[config.mk]
export PLATFORM = sky130hd
export DESIGN_NAME = dtlb_walker_flat
export DESIGN_NICKNAME = d
export VERILOG_FILES = /design/src/rtl/mmu_pkg.sv /design/src/rtl/dtlb_walker_if.sv /design/src/rtl/dtlb_pte_check.sv /design/src/rtl/dtlb_walker.sv /design/src/flat_wrapper.sv
export SDC_FILE = /design/constraint.sdc
export NUM_CORES = 1
export LEC_CHECK = 0
export ABC_AREA = 1
export BUFFER_PORTS_ARGS = -buffer_cell sky130_fd_sc_hd__clkbuf_2
export CAP_MARGIN = 15
export CELL_PAD_IN_SITES_DETAIL_PLACEMENT = 1
export CELL_PAD_IN_SITES_GLOBAL_PLACEMENT = 1
export CORE_MARGIN = 2
export CORE_UTILIZATION = 39
export DETAILED_ROUTE_END_ITERATION = 8
export PLACE_DENSITY = 0.84
export REMOVE_ABC_BUFFERS = 1
export SYNTH_ARGS = -nofsm -noshare
export SYNTH_HDL_FRONTEND = slang
export SYNTH_SLANG_ARGS = --single-unit
[constraint.sdc]
create_clock -name clk -period 6.2 [get_ports clk]
set_clock_uncertainty 0.15 [all_clocks]
set_input_delay 0.31 -clock clk [delete_from_list [all_inputs] [get_ports clk]]
set_output_delay 0.31 -clock clk [all_outputs]
set_load 0.02 [all_outputs]
[src/rtl/mmu_pkg.sv]
// mmu_pkg: definitions shared by the data- and instruction-side page-table walkers.
// Holds the PTE bit positions, satp mode encodings, the walker FSM states and
// the {G,A,D,U,W,R,X} bit order used on the TLB write port.
package mmu_pkg;

   // Sv39/Sv48 PTE flag bit positions
   localparam int unsigned PteBitV = 0;
   localparam int unsigned PteBitR = 1;
   localparam int unsigned PteBitW = 2;
   localparam int unsigned PteBitX = 3;
   localparam int unsigned PteBitU = 4;
   localparam int unsigned PteBitG = 5;
   localparam int unsigned PteBitA = 6;
   localparam int unsigned PteBitD = 7;

   // satp.MODE encodings
   localparam logic [3:0] SatpModeSv39 = 4'd8;
   localparam logic [3:0] SatpModeSv48 = 4'd9;

   // Bit positions inside the 7-bit gaduwrx field
   localparam int unsigned GadBitX = 0;
   localparam int unsigned GadBitR = 1;
   localparam int unsigned GadBitW = 2;
   localparam int unsigned GadBitU = 3;
   localparam int unsigned GadBitD = 4;
   localparam int unsigned GadBitA = 5;
   localparam int unsigned GadBitG = 6;

   typedef enum logic [1:0] {
      StIdle,
      StReq,
      StWait,
      StDone
   } walk_state_e;

   // Repack PTE permission/status flags into the TLB write-port order.
   function automatic logic [6:0] pte_gaduwrx(input logic [63:0] pte);
      logic [6:0] g;
      g          = '0;
      g[GadBitG] = pte[PteBitG];
      g[GadBitA] = pte[PteBitA];
      g[GadBitD] = pte[PteBitD];
      g[GadBitU] = pte[PteBitU];
      g[GadBitW] = pte[PteBitW];
      g[GadBitR] = pte[PteBitR];
      g[GadBitX] = pte[PteBitX];
      return g;
   endfunction

endpackage

[src/rtl/dtlb_walker_if.sv]
// dtlb_walker_if: request, PTE-read and TLB-write channels of the data-side walker.
// The master modport is the walker; the slave modport is the LSU/memory/TLB side.
interface dtlb_walker_if #(
   parameter int unsigned NPHYS = 44,
   parameter int unsigned VA_SZ = 48,
   parameter int unsigned RV    = 64
);
   // Miss request from the load/store unit
   logic              req_valid;
   logic              req_ready;
   logic [VA_SZ-1:12] req_vaddr;
   logic [15:0]       req_asid;
   logic              req_store;
   logic [NPHYS-1:12] satp_ppn;
   logic [3:0]        satp_mode;
   logic              walk_flush;

   // PTE read port
   logic              mem_rd_req;
   logic [NPHYS-1:3]  mem_rd_addr;
   logic              mem_rd_ack;
   logic [RV-1:0]     mem_rd_data;

   // TLB write port and walk completion
   logic              wr_entry;
   logic [VA_SZ-1:12] wr_vaddr;
   logic [15:0]       wr_asid;
   logic [NPHYS-1:12] wr_paddr;
   logic [6:0]        wr_gaduwrx;
   logic              wr_2mB;
   logic              wr_4mB;
   logic              wr_1gB;
   logic              wr_512gB;
   logic              done_valid;
   logic              done_fault;

   modport master (
      input  req_valid, req_vaddr, req_asid, req_store, satp_ppn, satp_mode, walk_flush,
      input  mem_rd_ack, mem_rd_data,
      output req_ready, mem_rd_req, mem_rd_addr,
      output wr_entry, wr_vaddr, wr_asid, wr_paddr, wr_gaduwrx,
      output wr_2mB, wr_4mB, wr_1gB, wr_512gB, done_valid, done_fault
   );

   modport slave (
      output req_valid, req_vaddr, req_asid, req_store, satp_ppn, satp_mode, walk_flush,
      output mem_rd_ack, mem_rd_data,
      input  req_ready, mem_rd_req, mem_rd_addr,
      input  wr_entry, wr_vaddr, wr_asid, wr_paddr, wr_gaduwrx,
      input  wr_2mB, wr_4mB, wr_1gB, wr_512gB, done_valid, done_fault
   );

endinterface

[src/rtl/dtlb_pte_check.sv]
// dtlb_pte_check: combinational classification of one fetched PTE.
// Flags a page fault, tells leaf from pointer, and extracts the next-level PPN.
module dtlb_pte_check
   import mmu_pkg::*;
#(
   parameter int unsigned NPHYS = 44
) (
   input  logic [63:0]      pte,
   input  logic [1:0]       level,
   input  logic             store,
   output logic             fault,
   output logic             leaf,
   output logic [NPHYS-13:0] next_ppn
);

   logic misaligned;
   logic unused_rsw;

   // RSW bits are software-owned and never affect the walk
   assign unused_rsw = ^pte[9:8];
   assign next_ppn   = pte[NPHYS-3:10];

   // Superpage alignment: PPN bits below the leaf level must be zero.
   always_comb begin
      misaligned = 1'b0;
      case (level)
         2'd0:    misaligned = 1'b0;
         2'd1:    misaligned = |pte[18:10];
         2'd2:    misaligned = |pte[27:10];
         default: misaligned = |pte[36:10];
      endcase
   end

   // Fault/leaf classification of the PTE at the current level.
   always_comb begin
      leaf  = pte[PteBitR] | pte[PteBitW] | pte[PteBitX];
      fault = 1'b0;
      if (!pte[PteBitV] || (pte[PteBitW] && !pte[PteBitR])) fault = 1'b1;
      if ((|pte[63:54]) || (|pte[53:NPHYS-2]))              fault = 1'b1;
      if (!leaf && level == 2'd0)                           fault = 1'b1;
      if (leaf && (!pte[PteBitA] || (store && !pte[PteBitD]) || misaligned)) fault = 1'b1;
   end

endmodule

[src/rtl/dtlb_walker.sv]
// dtlb_walker: page-table walker servicing one data-TLB miss at a time.
// Walks Sv39 tables through a single PTE read port and writes the leaf into the TLB.
// Define DTLB_WALKER_SV48_EN to accept satp_mode=9 (Sv48, walk from level 3, 512 GiB leaves).
module dtlb_walker
   import mmu_pkg::*;
#(
   parameter int unsigned NPHYS = 44,
   parameter int unsigned VA_SZ = 48,
   parameter int unsigned RV    = 64
) (
   input logic           clk,
   input logic           reset,
   dtlb_walker_if.master bus
);

   walk_state_e       state_q;
   logic [1:0]        level_q;
   logic [VA_SZ-1:12] vpn_q;
   logic [15:0]       asid_q;
   logic              store_q;
   logic              abort_q;
   logic [NPHYS-1:12] table_ppn_q;

   logic              req_ready_q;
   logic              mem_rd_req_q;
   logic [NPHYS-1:3]  mem_rd_addr_q;
   logic              wr_entry_q;
   logic              done_valid_q;
   logic              done_fault_q;
   logic [VA_SZ-1:12] wr_vaddr_q;
   logic [15:0]       wr_asid_q;
   logic [NPHYS-1:12] wr_paddr_q;
   logic [6:0]        wr_gaduwrx_q;
   logic              wr_2mb_q;
   logic              wr_1gb_q;
`ifdef DTLB_WALKER_SV48_EN
   logic              wr_512gb_q;
`endif

   logic [RV-1:0]     pte;
   logic              chk_fault;
   logic              chk_leaf;
   logic [NPHYS-13:0] chk_ppn;
   logic              mode_ok;
   logic [1:0]        start_level;

   // 9-bit VPN slice used to index the table at a given level.
   function automatic logic [8:0] vpn_at(input logic [VA_SZ-1:12] va, input logic [1:0] lvl);
      case (lvl)
         2'd0:    return va[20:12];
         2'd1:    return va[29:21];
         2'd2:    return va[38:30];
         default: return va[47:39];
      endcase
   endfunction

   assign pte = bus.mem_rd_data;

   dtlb_pte_check #(
      .NPHYS (NPHYS)
   ) u_pte_check (
      .pte      (pte),
      .level    (level_q),
      .store    (store_q),
      .fault    (chk_fault),
      .leaf     (chk_leaf),
      .next_ppn (chk_ppn)
   );

   // Decode the translation mode presented alongside a new miss.
   always_comb begin
      mode_ok     = 1'b0;
      start_level = 2'd2;
      if (bus.satp_mode == SatpModeSv39) mode_ok = 1'b1;
`ifdef DTLB_WALKER_SV48_EN
      if (bus.satp_mode == SatpModeSv48) begin
         mode_ok     = 1'b1;
         start_level = 2'd3;
      end
`endif
   end

   // Walk FSM with all outputs registered; done/wr pulses last exactly the DONE cycle.
   always_ff @(posedge clk or negedge reset) begin
      if (!reset) begin
         state_q       <= StIdle;
         level_q       <= '0;
         vpn_q         <= '0;
         asid_q        <= '0;
         store_q       <= 1'b0;
         abort_q       <= 1'b0;
         table_ppn_q   <= '0;
         req_ready_q   <= 1'b1;
         mem_rd_req_q  <= 1'b0;
         mem_rd_addr_q <= '0;
         wr_entry_q    <= 1'b0;
         done_valid_q  <= 1'b0;
         done_fault_q  <= 1'b0;
         wr_vaddr_q    <= '0;
         wr_asid_q     <= '0;
         wr_paddr_q    <= '0;
         wr_gaduwrx_q  <= '0;
         wr_2mb_q      <= 1'b0;
         wr_1gb_q      <= 1'b0;
`ifdef DTLB_WALKER_SV48_EN
         wr_512gb_q    <= 1'b0;
`endif
      end else begin
         wr_entry_q   <= 1'b0;
         done_valid_q <= 1'b0;
         done_fault_q <= 1'b0;
         case (state_q)
            StIdle: begin
               // A flush in the same cycle as a request wins; the request is not taken.
               if (!bus.walk_flush && bus.req_valid) begin
                  vpn_q       <= bus.req_vaddr;
                  asid_q      <= bus.req_asid;
                  store_q     <= bus.req_store;
                  table_ppn_q <= bus.satp_ppn;
                  level_q     <= start_level;
                  req_ready_q <= 1'b0;
                  if (!mode_ok) begin
                     state_q      <= StDone;
                     done_valid_q <= 1'b1;
                     done_fault_q <= 1'b1;
                  end else begin
                     state_q       <= StReq;
                     mem_rd_req_q  <= 1'b1;
                     mem_rd_addr_q <= {bus.satp_ppn, vpn_at(bus.req_vaddr, start_level)};
                  end
               end
            end
            StReq: begin
               if (bus.walk_flush) begin
                  state_q      <= StIdle;
                  mem_rd_req_q <= 1'b0;
                  req_ready_q  <= 1'b1;
               end else begin
                  state_q <= StWait;
               end
            end
            StWait: begin
               // An outstanding read cannot be withdrawn, so a flush here is remembered.
               if (bus.walk_flush) abort_q <= 1'b1;
               if (bus.mem_rd_ack) begin
                  mem_rd_req_q <= 1'b0;
                  if (abort_q || bus.walk_flush) begin
                     state_q     <= StIdle;
                     abort_q     <= 1'b0;
                     req_ready_q <= 1'b1;
                  end else if (chk_fault) begin
                     state_q      <= StDone;
                     done_valid_q <= 1'b1;
                     done_fault_q <= 1'b1;
                  end else if (!chk_leaf) begin
                     state_q       <= StReq;
                     level_q       <= level_q - 2'd1;
                     table_ppn_q   <= chk_ppn;
                     mem_rd_req_q  <= 1'b1;
                     mem_rd_addr_q <= {chk_ppn, vpn_at(vpn_q, level_q - 2'd1)};
                  end else begin
                     state_q      <= StDone;
                     wr_entry_q   <= 1'b1;
                     done_valid_q <= 1'b1;
                     wr_vaddr_q   <= vpn_q;
                     wr_asid_q    <= asid_q;
                     wr_paddr_q   <= chk_ppn;
                     wr_gaduwrx_q <= pte_gaduwrx(pte);
                     wr_2mb_q     <= (level_q == 2'd1);
                     wr_1gb_q     <= (level_q == 2'd2);
`ifdef DTLB_WALKER_SV48_EN
                     wr_512gb_q   <= (level_q == 2'd3);
`endif
                  end
               end
            end
            StDone: begin
               state_q     <= StIdle;
               req_ready_q <= 1'b1;
            end
            default: begin
               state_q     <= StIdle;
               req_ready_q <= 1'b1;
            end
         endcase
      end
   end

   assign bus.req_ready   = req_ready_q;
   assign bus.mem_rd_req  = mem_rd_req_q;
   assign bus.mem_rd_addr = mem_rd_addr_q;
   assign bus.wr_entry    = wr_entry_q;
   assign bus.wr_vaddr    = wr_vaddr_q;
   assign bus.wr_asid     = wr_asid_q;
   assign bus.wr_paddr    = wr_paddr_q;
   assign bus.wr_gaduwrx  = wr_gaduwrx_q;
   assign bus.wr_2mB      = wr_2mb_q;
   assign bus.wr_4mB      = 1'b0;
   assign bus.wr_1gB      = wr_1gb_q;
`ifdef DTLB_WALKER_SV48_EN
   assign bus.wr_512gB    = wr_512gb_q;
`else
   assign bus.wr_512gB    = 1'b0;
`endif
   assign bus.done_valid  = done_valid_q;
   assign bus.done_fault  = done_fault_q;

endmodule
[src/flat_wrapper.sv]
// flat-port wrapper written by rule: the top's interface ports become plain ports
module dtlb_walker_flat import mmu_pkg::*;
#(
   parameter int unsigned NPHYS = 44,
   parameter int unsigned VA_SZ = 48,
   parameter int unsigned RV    = 64
)
  (clk, reset, bus_req_valid, bus_req_vaddr, bus_req_asid, bus_req_store, bus_satp_ppn, bus_satp_mode, bus_walk_flush, bus_mem_rd_ack, bus_mem_rd_data, bus_req_ready, bus_mem_rd_req, bus_mem_rd_addr, bus_wr_entry, bus_wr_vaddr, bus_wr_asid, bus_wr_paddr, bus_wr_gaduwrx, bus_wr_2mB, bus_wr_4mB, bus_wr_1gB, bus_wr_512gB, bus_done_valid, bus_done_fault);
  dtlb_walker_if #(.NPHYS(NPHYS), .VA_SZ(VA_SZ), .RV(RV)) bus_i ();
  input logic clk;
  input logic reset;
  input wire logic [$bits(bus_i.req_valid)-1:0] bus_req_valid;
  input wire logic [$bits(bus_i.req_vaddr)-1:0] bus_req_vaddr;
  input wire logic [$bits(bus_i.req_asid)-1:0] bus_req_asid;
  input wire logic [$bits(bus_i.req_store)-1:0] bus_req_store;
  input wire logic [$bits(bus_i.satp_ppn)-1:0] bus_satp_ppn;
  input wire logic [$bits(bus_i.satp_mode)-1:0] bus_satp_mode;
  input wire logic [$bits(bus_i.walk_flush)-1:0] bus_walk_flush;
  input wire logic [$bits(bus_i.mem_rd_ack)-1:0] bus_mem_rd_ack;
  input wire logic [$bits(bus_i.mem_rd_data)-1:0] bus_mem_rd_data;
  output wire logic [$bits(bus_i.req_ready)-1:0] bus_req_ready;
  output wire logic [$bits(bus_i.mem_rd_req)-1:0] bus_mem_rd_req;
  output wire logic [$bits(bus_i.mem_rd_addr)-1:0] bus_mem_rd_addr;
  output wire logic [$bits(bus_i.wr_entry)-1:0] bus_wr_entry;
  output wire logic [$bits(bus_i.wr_vaddr)-1:0] bus_wr_vaddr;
  output wire logic [$bits(bus_i.wr_asid)-1:0] bus_wr_asid;
  output wire logic [$bits(bus_i.wr_paddr)-1:0] bus_wr_paddr;
  output wire logic [$bits(bus_i.wr_gaduwrx)-1:0] bus_wr_gaduwrx;
  output wire logic [$bits(bus_i.wr_2mB)-1:0] bus_wr_2mB;
  output wire logic [$bits(bus_i.wr_4mB)-1:0] bus_wr_4mB;
  output wire logic [$bits(bus_i.wr_1gB)-1:0] bus_wr_1gB;
  output wire logic [$bits(bus_i.wr_512gB)-1:0] bus_wr_512gB;
  output wire logic [$bits(bus_i.done_valid)-1:0] bus_done_valid;
  output wire logic [$bits(bus_i.done_fault)-1:0] bus_done_fault;
  assign bus_i.req_valid = bus_req_valid;
  assign bus_i.req_vaddr = bus_req_vaddr;
  assign bus_i.req_asid = bus_req_asid;
  assign bus_i.req_store = bus_req_store;
  assign bus_i.satp_ppn = bus_satp_ppn;
  assign bus_i.satp_mode = bus_satp_mode;
  assign bus_i.walk_flush = bus_walk_flush;
  assign bus_i.mem_rd_ack = bus_mem_rd_ack;
  assign bus_i.mem_rd_data = bus_mem_rd_data;
  assign bus_req_ready = bus_i.req_ready;
  assign bus_mem_rd_req = bus_i.mem_rd_req;
  assign bus_mem_rd_addr = bus_i.mem_rd_addr;
  assign bus_wr_entry = bus_i.wr_entry;
  assign bus_wr_vaddr = bus_i.wr_vaddr;
  assign bus_wr_asid = bus_i.wr_asid;
  assign bus_wr_paddr = bus_i.wr_paddr;
  assign bus_wr_gaduwrx = bus_i.wr_gaduwrx;
  assign bus_wr_2mB = bus_i.wr_2mB;
  assign bus_wr_4mB = bus_i.wr_4mB;
  assign bus_wr_1gB = bus_i.wr_1gB;
  assign bus_wr_512gB = bus_i.wr_512gB;
  assign bus_done_valid = bus_i.done_valid;
  assign bus_done_fault = bus_i.done_fault;
  dtlb_walker #(.NPHYS(NPHYS), .VA_SZ(VA_SZ), .RV(RV)) u_core (.clk(clk), .reset(reset), .bus(bus_i));
endmodule
======== Word-level counts from Yosys, hierarchy flattened ========
Cells that the tools add are included.
storage, ports and cells
  register bits after elaboration ......... 197
  input bits .............................. 158
  output and inout bits ................... 141
  word-level logic and storage cells ...... 131
operators by class
  $add $sub $neg .......................... 1
  eq/ne operators ......................... 16
  mux-type cells .......................... 59
  bitwise logic cells ..................... 4
  reduce and logical (&&, ||, !) cells .... 33
operator list
  kind                count
  $mux 41             6
  $pmux 41 s2         1
  $mux 1              32
  $pmux 9 s3          1
  $reduce_or 27->1    1
  $mux 2              12
  $reduce_or 18->1    1
  $reduce_or 12->1    1
  $ne 2x2->1 const B  5
  $reduce_and 5->1    2
  $reduce_or 10->1    1
  $reduce_or 9->1     1
  $eq 2x2->1 const B  4
  $pmux 2 s4          1
  $reduce_and 7->1    1
  $eq 2x1->1 const B  3
  $logic_not 1->1     6
  $logic_not 2->1     3
  $ne 2x1->1 const B  3
  $pmux 1 s3          2
  $reduce_and 6->1    1
  $logic_and 1x1->1   5
  $logic_or 1x1->1    5
  $eq 4x4->1 const B  1
  10 further kinds    14

======== Depth between registers and ports, before layout ========
Gate-level depths: netlist (run 1).
  depth after elaboration ................. 11
  depth in mapped cells ................... 14
  gate-level depth less buffers ........... 12

======== Cells and area by module ========
From an unflattened synthesis (run 1), not the netlist that was laid out.
unflattened totals
  cells, all modules ...................... 1,120
  area total of the unflattened synthesis .. 8,916.1 µm²
by module, submodules not included
  module          times used  cells each  area each (µm²)  sequential area each (µm²)
  dtlb_walker     1           1,029       8,413.1          4,931.0
  dtlb_pte_check  1           91          503.0            0.0

======== Least setup slack after synthesis (run 1) ========
OpenSTA, ideal clock, no wires.
  path type ............................... register -> register
  start ................................... register u_core.level_q[0]
  end ..................................... register u_core.wr_gaduwrx_q[0] (netlist: u_core.bus.wr_gaduwrx[0])
  setup time .............................. 117 ps
  arrival ................................. 1,731 ps
  data required time ...................... 5,933 ps
  setup slack ............................. 4,201 ps
  stages on the path, launching flop included .. 15
  buffers on the path ..................... 2
  period minus slack after synthesis ...... 1,999 ps
  cell sequence ........................... dfrtp_1 inv_1 ha_1 nand2_1 a21oi_1 nor2_1 nand3_1 nor2_1 nand2_1 nand2_1 nand3_2 buf_6 buf_6 nand2_1 nand2_1
between the ends
  word-level cells in the longest chain between the ends .. 7
  elaborated cells on any way between the ends .. 11
  classes of those cells .................. eq/ne (2); mux (3); bitwise (1); reduce/logical (5)
ends and longest elaborated chain
  item                                      RTL line              RTL
  from (decl)                               dtlb_walker.sv:17     logic [1:0] level_q;
  from (signal assigned)                    dtlb_walker.sv:120    level_q <= start_level;
  from (signal assigned)                    dtlb_walker.sv:157    level_q <= level_q - 2'd1;
  $eq 2x2->1, or another cell as far along  dtlb_pte_check.sv:26  case (level)
  $pmux 1 s3                                dtlb_pte_check.sv:26
  $logic_or 1x1->1                          dtlb_pte_check.sv:41  if (leaf && (!pte[PteBitA] || (store && !pte[PteBitD]) || misaligned)) fault = 1'b1;
  $logic_and 1x1->1                         dtlb_pte_check.sv:41
  $mux 1 (*)                                dtlb_pte_check.sv:41
  $not 1->1 (no line) (*)                   -
  $reduce_and 5->1 (no line) (*)            -
  to (signal assigned)                      dtlb_walker.sv:168    wr_gaduwrx_q <= pte_gaduwrx(pte);
  to (decl)                                 dtlb_walker.sv:33     logic [6:0] wr_gaduwrx_q;
Mark *: on every way between the ends. The rest lies on a longest branch, timed or not.
A chain may end at the register's enable or synchronous reset.

======== Worst setup path after layout (run 1) ========
  start ................................... register u_core.level_q[0]
  end ..................................... register u_core.wr_vaddr_q (netlist bit u_core.bus.wr_vaddr[43])
between the ends
  word-level cells in the longest chain between the ends .. 7
  elaborated cells on any way between the ends .. 11
  classes of those cells .................. eq/ne (2); mux (3); bitwise (1); reduce/logical (5)
ends and longest elaborated chain
  item                                      RTL line              RTL
  $eq 2x2->1, or another cell as far along  dtlb_pte_check.sv:26
  $pmux 1 s3                                dtlb_pte_check.sv:26
  $logic_or 1x1->1                          dtlb_pte_check.sv:41
  $logic_and 1x1->1                         dtlb_pte_check.sv:41
  $mux 1 (*)                                dtlb_pte_check.sv:41
  $not 1->1 (no line) (*)                   -
  $reduce_and 5->1 (no line) (*)            -
  to (signal assigned)                      dtlb_walker.sv:165    wr_vaddr_q <= vpn_q;
  to (decl)                                 dtlb_walker.sv:30     logic [VA_SZ-1:12] wr_vaddr_q;
Marks and branches as above.

==> reports/results.ini, run 1 <==
[critical_path]
r2r_end=u_core.bus.wr_vaddr[43]
cp-end-kind=flip-flop
rrSetupSlack_ns=1.98
start_kind=flip-flop
path_class=reg2reg
cp_max_fo=93
r2r_cells=13
crit_required_ns=6.36
timing.rr.start=u_core.level_q[0]
cp.arrival_ns=4.37

[final_layout]
fin_util_pct=52.57
fill_cells=2823
area_growth_pct=32.22
drive_above_1_share_pct=23.84
diodes=0
nets=1614

[grt]
grt_max_degree=94
gr-total-overflow=0
grt_pass1_wl_mm=50.21
antenna_found_initial=0
track_usage_pct=26.22
grt_pass1_vias=9432

[drt]
wl_mm=31.85
antenna_left=0
dr_wl_met3_mm=1.500
wirelength_met1_mm=13.30
firstDrtPassIters=5
drt_iter0_markers=412
wl_per_cell_um=18.25
vias_per_cell=5.143
vias=8975
drc=0
wl_met2_mm=16.01
topRoutingLayerUsed=met4

[yosys]
synth.largest_area_cell=dfrtp_1
synth_warnings=0
synth_top_area_share_pct=54.32
synthSimpleGateAreaFrac_pct=29.74
synth_compound_area_share_pct=6.347
muxShareOfSynthArea_pct=0
synth_area_leaders=dfrtp_1 54%, nand2_1 20%, nand4_1 6.4%, inv_1 3.3%, o21ai_0 2.5%
ys_seq_area_share_pct=54.61
synth_edf_count=0
synth-main-ff-cell=dfrtp_1
syn_area_per_cell_um2=8.076
synth_top_family_by_area=simple AND/OR/NAND/NOR gates
yosysMostFrequentCell=nand2_1
ys_top_cells_by_count=493 x nand2_1, 196 x dfrtp_1, 93 x nand4_1, 80 x inv_1, 45 x o21ai_0
yosysUniqueCellTypes=28
syn-cell-area_um2=9029
synthAdderAreaFrac_pct=1.109
synth-xor-area-share_pct=0
postSynthCellCount=1118
synthArstFlopShare_pct=100.0
synth_seq_cells=197

[clock_network]
clockBufferDepth=2
path_clk_slew_ns=0.08
numCtsBuffers=17
cts_tree=built
cts_max_level=4
clock_sinks=197
cts_resized=0
insertion_delay_ns=0.43
root_buffer=clkbuf_16

[die]
die_w_um=156.2
core_area_um2=22710
die_area_um2=24380
die_h_um=156.2
start_util_pct=39.76
io_pins=299
fp-row-count=55

[placement]
dpl.hpwl_mm=18.98
gp_congestion=0.8186
port-buffer-count=294

[sta]
slew_viol_final=0
fmax_mhz=237.1
finalCriticalPeriod_ns=4.218
fin_crit_sh_pct=68.03
whs_ns=0.02090
slew_headroom_pct=21.95
setup_violations=0
rsz0062_at_grt=no
hold_viol_final=0
fin_setup_tns_ns=0
tightest_slew_ns=1.171

[worst_hold_path]
hold_path_class=in2reg
whs_path_depth=3
holdPathEnd=u_core.bus.wr_paddr[20]
hold_start=bus_mem_rd_data[18]

[power_and_ir_drop]
combPwrFrac_pct=34.6
seqPwrFrac_pct=40.9
powerDensity_nw_per_um2=372.8
power_frac_clock_pct=24.5
p_sw_w=0.001834
swShare_pct=41.20
total_power_w=0.004450
p_leak_nw=6.801
ir_worst_vdd_mv=0.1975
p_int_w=0.002616

[status]
outcome=complete, no violations

[run]
cap_violations=0

through the flow:
step | setup WS, ns | instance area [um^2] | std cells
after floorplan | 0.7477 | 8627 | 1047
after CTS | 1.917 | 11940 | 1745
after detailed placement | 1.949 | 10560 | 1633
after global placement | 2.052 | 10560 | 1633
final | 1.982 | 11940 | 1745
after global routing | 1.545 | 11940 | 1745
worst max-delay path, cell delays in order (launching register included):
cell	delay (ns)
dfrtp_1	0.46
inv_1	0.16
ha_1	0.25
nand2_1	0.07
a21oi_1	0.06
nor2_1	0.15
nand3_1	0.13
nor2_1	0.13
nand2_1	0.12
nand2_4	0.83
nand3_4	0.75
buf_4	0.58
nand2_1	0.14
nand2_1	0.06
metal layers:
layer,vias to the layer above,GRT usage (%)
met3,70,4.778
met2,287,45.58
li1,4211,-
met1,4407,32.17
met4,0,10.88
met5,-,0
power groups by stage:
stage / Sequential [W] / Combinational (W) / Clock, W
3_3_place_gp: 0.00180 / 0.00143 / 0
5_1_grt: 0.00185 / 0.00173 / 0.00116
2_1_floorplan: 0.00194 / 0.000780 / 0
6_report: 0.00182 / 0.00154 / 0.00109
4_1_cts: 0.00180 / 0.00155 / 0.00111
3_5_place_dp: 0.00183 / 0.00149 / 0
cells by family (layout without fill, tap and decap cells):
family / Yosys count / count (layout)
compound gates: 111 / 111
other cells: 1 / 2
fa+ha+maj: 8 / 8
simple gates: 641 / 641
buf+inv: 160 / 501
flops: 197 / 197
final cells by class:
type	instances	area, um^2	share of cell area, %
well taps	285	356.6	2.987
clock inverters	14	138.9	1.163
clock buffers	17	425.4	3.564
multi-input cells	762	3412	28.58
flip-flops and latches	197	4931	41.31
repair buffers	382	2344	19.63
inverters	88	330.3	2.767
flip-flops by register name (all words and copies together), names as in the netlist, 2 cells and up:
name	count
u_core.bus.wr_asid	16
u_core.level_q	2
u_core.asid_q	16
u_core.bus.wr_paddr	32
u_core.vpn_q	36
u_core.bus.mem_rd_addr	41
u_core.bus.wr_gaduwrx	7
u_core.state_q	2
u_core.bus.wr_vaddr	36
layout by cell type (no fill, tap or decap), drive strengths merged:
| master | netlist | final |
|---|---|---|
| ha | 8 | 8 |
| clkbuf | 36 | 311 |
| dfrtp | 196 | 196 |
| and2 | 2 | 2 |
| clkinv | 2 | 6 |
| nor3 | 5 | 5 |
| nand2 | 493 | 493 |
| o21ai | 87 | 87 |
| nor2 | 40 | 40 |
| dfstp | 1 | 1 |
| inv | 86 | 94 |
| o211ai | 2 | 2 |
| clkinvlp | 0 | 2 |
| a21oi | 12 | 12 |
| nand3 | 8 | 8 |
| buf | 36 | 7 |
| nand4 | 93 | 93 |
| conb | 1 | 2 |
| dlygate4sd3 | 0 | 81 |
| a31oi | 1 | 1 |
| o22ai | 9 | 9 |
how the worst max path moves through the flow:
| stage | depth (start not counted) | start | endpoint | slack [ns] |
|---|---|---|---|---|
| floorplan | 8 | bus_mem_rd_data[2] | u_core.bus.wr_1gB | 0.75 |
| global placement | 13 | u_core.level_q[0] | u_core.bus.wr_vaddr[38] | 2.05 |
| detailed placement | 13 | u_core.level_q[0] | u_core.bus.wr_paddr[25] | 1.95 |
| CTS | 13 | u_core.level_q[0] | u_core.bus.wr_paddr[20] | 1.92 |
| global route | 13 | u_core.level_q[0] | u_core.bus.wr_paddr[20] | 1.54 |
| finish | 13 | u_core.level_q[0] | u_core.bus.wr_vaddr[43] | 1.98 |
what timing repair did:
action,4_1_cts,5_1_grt
setup buffers,0,0
hold buffers,81,0
endpoints found under the hold margin,160,0
Note: power is estimated with default switching activity, not from simulation.
==> run 2, diff against run 1 <==
- ABC_AREA: 1 -> 0
- PLACE_DENSITY: 0.84 -> 0.78
- clock period: 6.2 -> 4.1 ns (I/O delays scaled with it)
==> run 2 against run 1 <==
Routed wire length shrank 9.4%; synthesized cell count decreased by 42%; synthesized area fell by 4.1%; flip-flop and latch count did not move; sequential power grew 54%; critical endpoint is now u_core.bus.wr_vaddr[26]; highest routed layer unchanged.
==> reports/results.ini, run 2 <==
[yosys]
synth_warnings=0
synthArstFlopShare_pct=100.0
yosysMostFrequentCell=dfrtp_1
ys_top_cells_by_count=196 x dfrtp_1, 117 x mux2_2, 109 x nand2_1, 61 x mux2_4, 20 x clkbuf_1
yosysUniqueCellTypes=43
postSynthCellCount=653
synth_area_leaders=dfrtp_1 57%, mux2_2 15%, mux2_4 11%, nand2_1 4.7%, ha_1 1.2%
synth_seq_cells=197
syn-cell-area_um2=8660
synth_top_area_share_pct=56.64
syn_area_per_cell_um2=13.26
ys_seq_area_share_pct=56.94
synth-main-ff-cell=dfrtp_1
synth.largest_area_cell=dfrtp_1
synth_edf_count=0

[worst_hold_path]
hold_path_class=in2reg
hold_start=bus_mem_rd_data[6]
holdPathEnd=u_core.bus.wr_entry
whs_path_depth=4

[critical_path]
cp.arrival_ns=3.50
rrSetupSlack_ns=1.14
critPathBufInv=3
cp_top_family=buffers and inverters
start_kind=input pin
r2r_cells=6
slowest_stage=o32ai_1
cp-end-kind=flip-flop
r2r_end=u_core.bus.wr_vaddr[26]
slowest_delay_ns=0.58
crit_required_ns=4.27
path_class=in2reg
critical_path_depth=8
cp_max_fo=44
timing.rr.start=u_core.state_q[0]
cp_cell_sequence=dlygate4sd3_1 > clkbuf_2 > nor4_1 > nand3_1 > o32ai_1 > nand3_4 > buf_4 > mux2_1

[final_layout]
fill_cells=2286
area_growth_pct=42.09
fin_util_pct=56.38
final_common_cell=clkbuf_2
largest_reg_flops=41
layout_common_cells=293 x clkbuf_2, 196 x dfrtp_1, 128 x dlygate4sd3_1
drive_above_1_share_pct=48.23
nets=1229
layout.cells.non_filler=1358

[sta]
rsz0062_at_grt=no
hold_viol_final=0
setup_violations=0
tightest_slew_ns=1.035
fmax_mhz=300.7
whs_ns=0.1241
fin_crit_sh_pct=81.12
slew_viol_final=0
finalCriticalPeriod_ns=3.326
slew_headroom_pct=30.99

[clock_network]
path_clk_slew_ns=0.08
insertion_delay_ns=0.44
root_buffer=clkbuf_16
clockBufferDepth=2
numCtsBuffers=17
cts_tree=built
cts_max_level=4
post_cts_buffers=0
clock_sinks=197

[power_and_ir_drop]
ir_worst_vdd_mv=0.3031
total_power_w=0.006567
p_leak_nw=6.479
powerDensity_nw_per_um2=533.7

[grt]
grt_max_degree=126
antenna_found_initial=2
gr-total-overflow=0
grt_pass1_wl_mm=45.42
track_usage_pct=24.95
grt_pass1_vias=8038

[drt]
antenna_left=0
wl_mm=28.86
drt_iter0_markers=222
firstDrtPassIters=5
vias_per_cell=5.094
vias=6918
drc=0
wl_per_cell_um=21.25

[die]
die_h_um=153.0
die_area_um2=23410
fp-row-count=54
die_w_um=153.0
start_util_pct=39.68
io_pins=299
core_area_um2=21820

[placement]
dpl.hpwl_mm=16.80
port-buffer-count=294
dp_cells=1196
gp_congestion=0.7876

[status]
outcome=complete, no violations

[run]
cap_violations=0

## run 2: worst max path at each step
stage,from,endpoint,slack (ns)
after CTS,bus_mem_rd_data[15],u_core.bus.wr_vaddr[26],0.75
after detailed placement,bus_mem_rd_data[15],u_core.bus.wr_vaddr[26],0.84
after floorplan,u_core.level_q[0],u_core.bus.wr_paddr[18],-1.60
after global placement,bus_mem_rd_data[15],u_core.bus.wr_vaddr[43],0.90
after global routing,bus_mem_rd_data[15],u_core.bus.wr_vaddr[26],0.50
final,bus_mem_rd_data[15],u_core.bus.wr_vaddr[26],0.77
## run 2: timing repair
item,in CTS,in global routing
resized for setup,0,0
endpoints found under the hold margin,256,0
hold buffers,128,0
## run 2: per-layer routing
| layer | share of wire (%) | GRT usage, % | vias up |
|---|---|---|---|
| met5 | 0 | 0 | - |
| met4 | 3.2 | 10.36 | 0 |
| met3 | 6.4 | 7.287 | 68 |
| met2 | 52 | 44.69 | 271 |
| met1 | 38 | 27.72 | 3477 |
| li1 | - | - | 3102 |
## run 2: cell families (layout without fill, tap and decap cells)
group           after synthesis  count (layout)  synth area share [%]
other cells                   1               4               0.04330
buf+inv                      46             468                 2.861
mux                         186             186                 26.82
flops                       197             197                 56.94
compound gates               52              52                 3.901
fa+ha+maj                     8               8                 1.156
simple gates                163             163                 8.279
## run 2: area by class of cell
cell class,instances,area (um^2),share of cell area (%)
sequential,197,4931,40.08
multi-input combinational,411,3526,28.66
clock inverter,14,210.2,1.708
antenna,2,5.005,0.04068
timing repair buffer,429,2826,22.97
tap,280,350.3,2.847
clock buffer,18,429.2,3.488
inverter,7,26.28,0.2135
## run 2: power breakdown
| part | internal [W] | total (W) | switching, W |
|---|---|---|---|
| clock | 0.000947 | 0.00181 | 0.000866 |
| sequential | 0.00244 | 0.00281 | 0.000372 |
| combinational | 0.000881 | 0.00194 | 0.00106 |
## run 2: stage by stage
stage               instance area [um^2]  setup TNS (ns)  worst slack [ns]
CTS                                12300               0            0.7466
detailed placement                 10380               0            0.8404
global route                       12300               0            0.4952
finish                             12300               0            0.7741
global placement                   10380               0            0.8971
floorplan                           8442         -150.29            -1.600
## run 2: worst reg2reg max path, delay by kind of cell (launching register included)
family | cells | cell delay (ns)
buffers and inverters | 1 | 0.47
flip-flops | 1 | 0.54
multiplexers | 1 | 0.44
AND/OR/NAND/NOR | 4 | 1.25
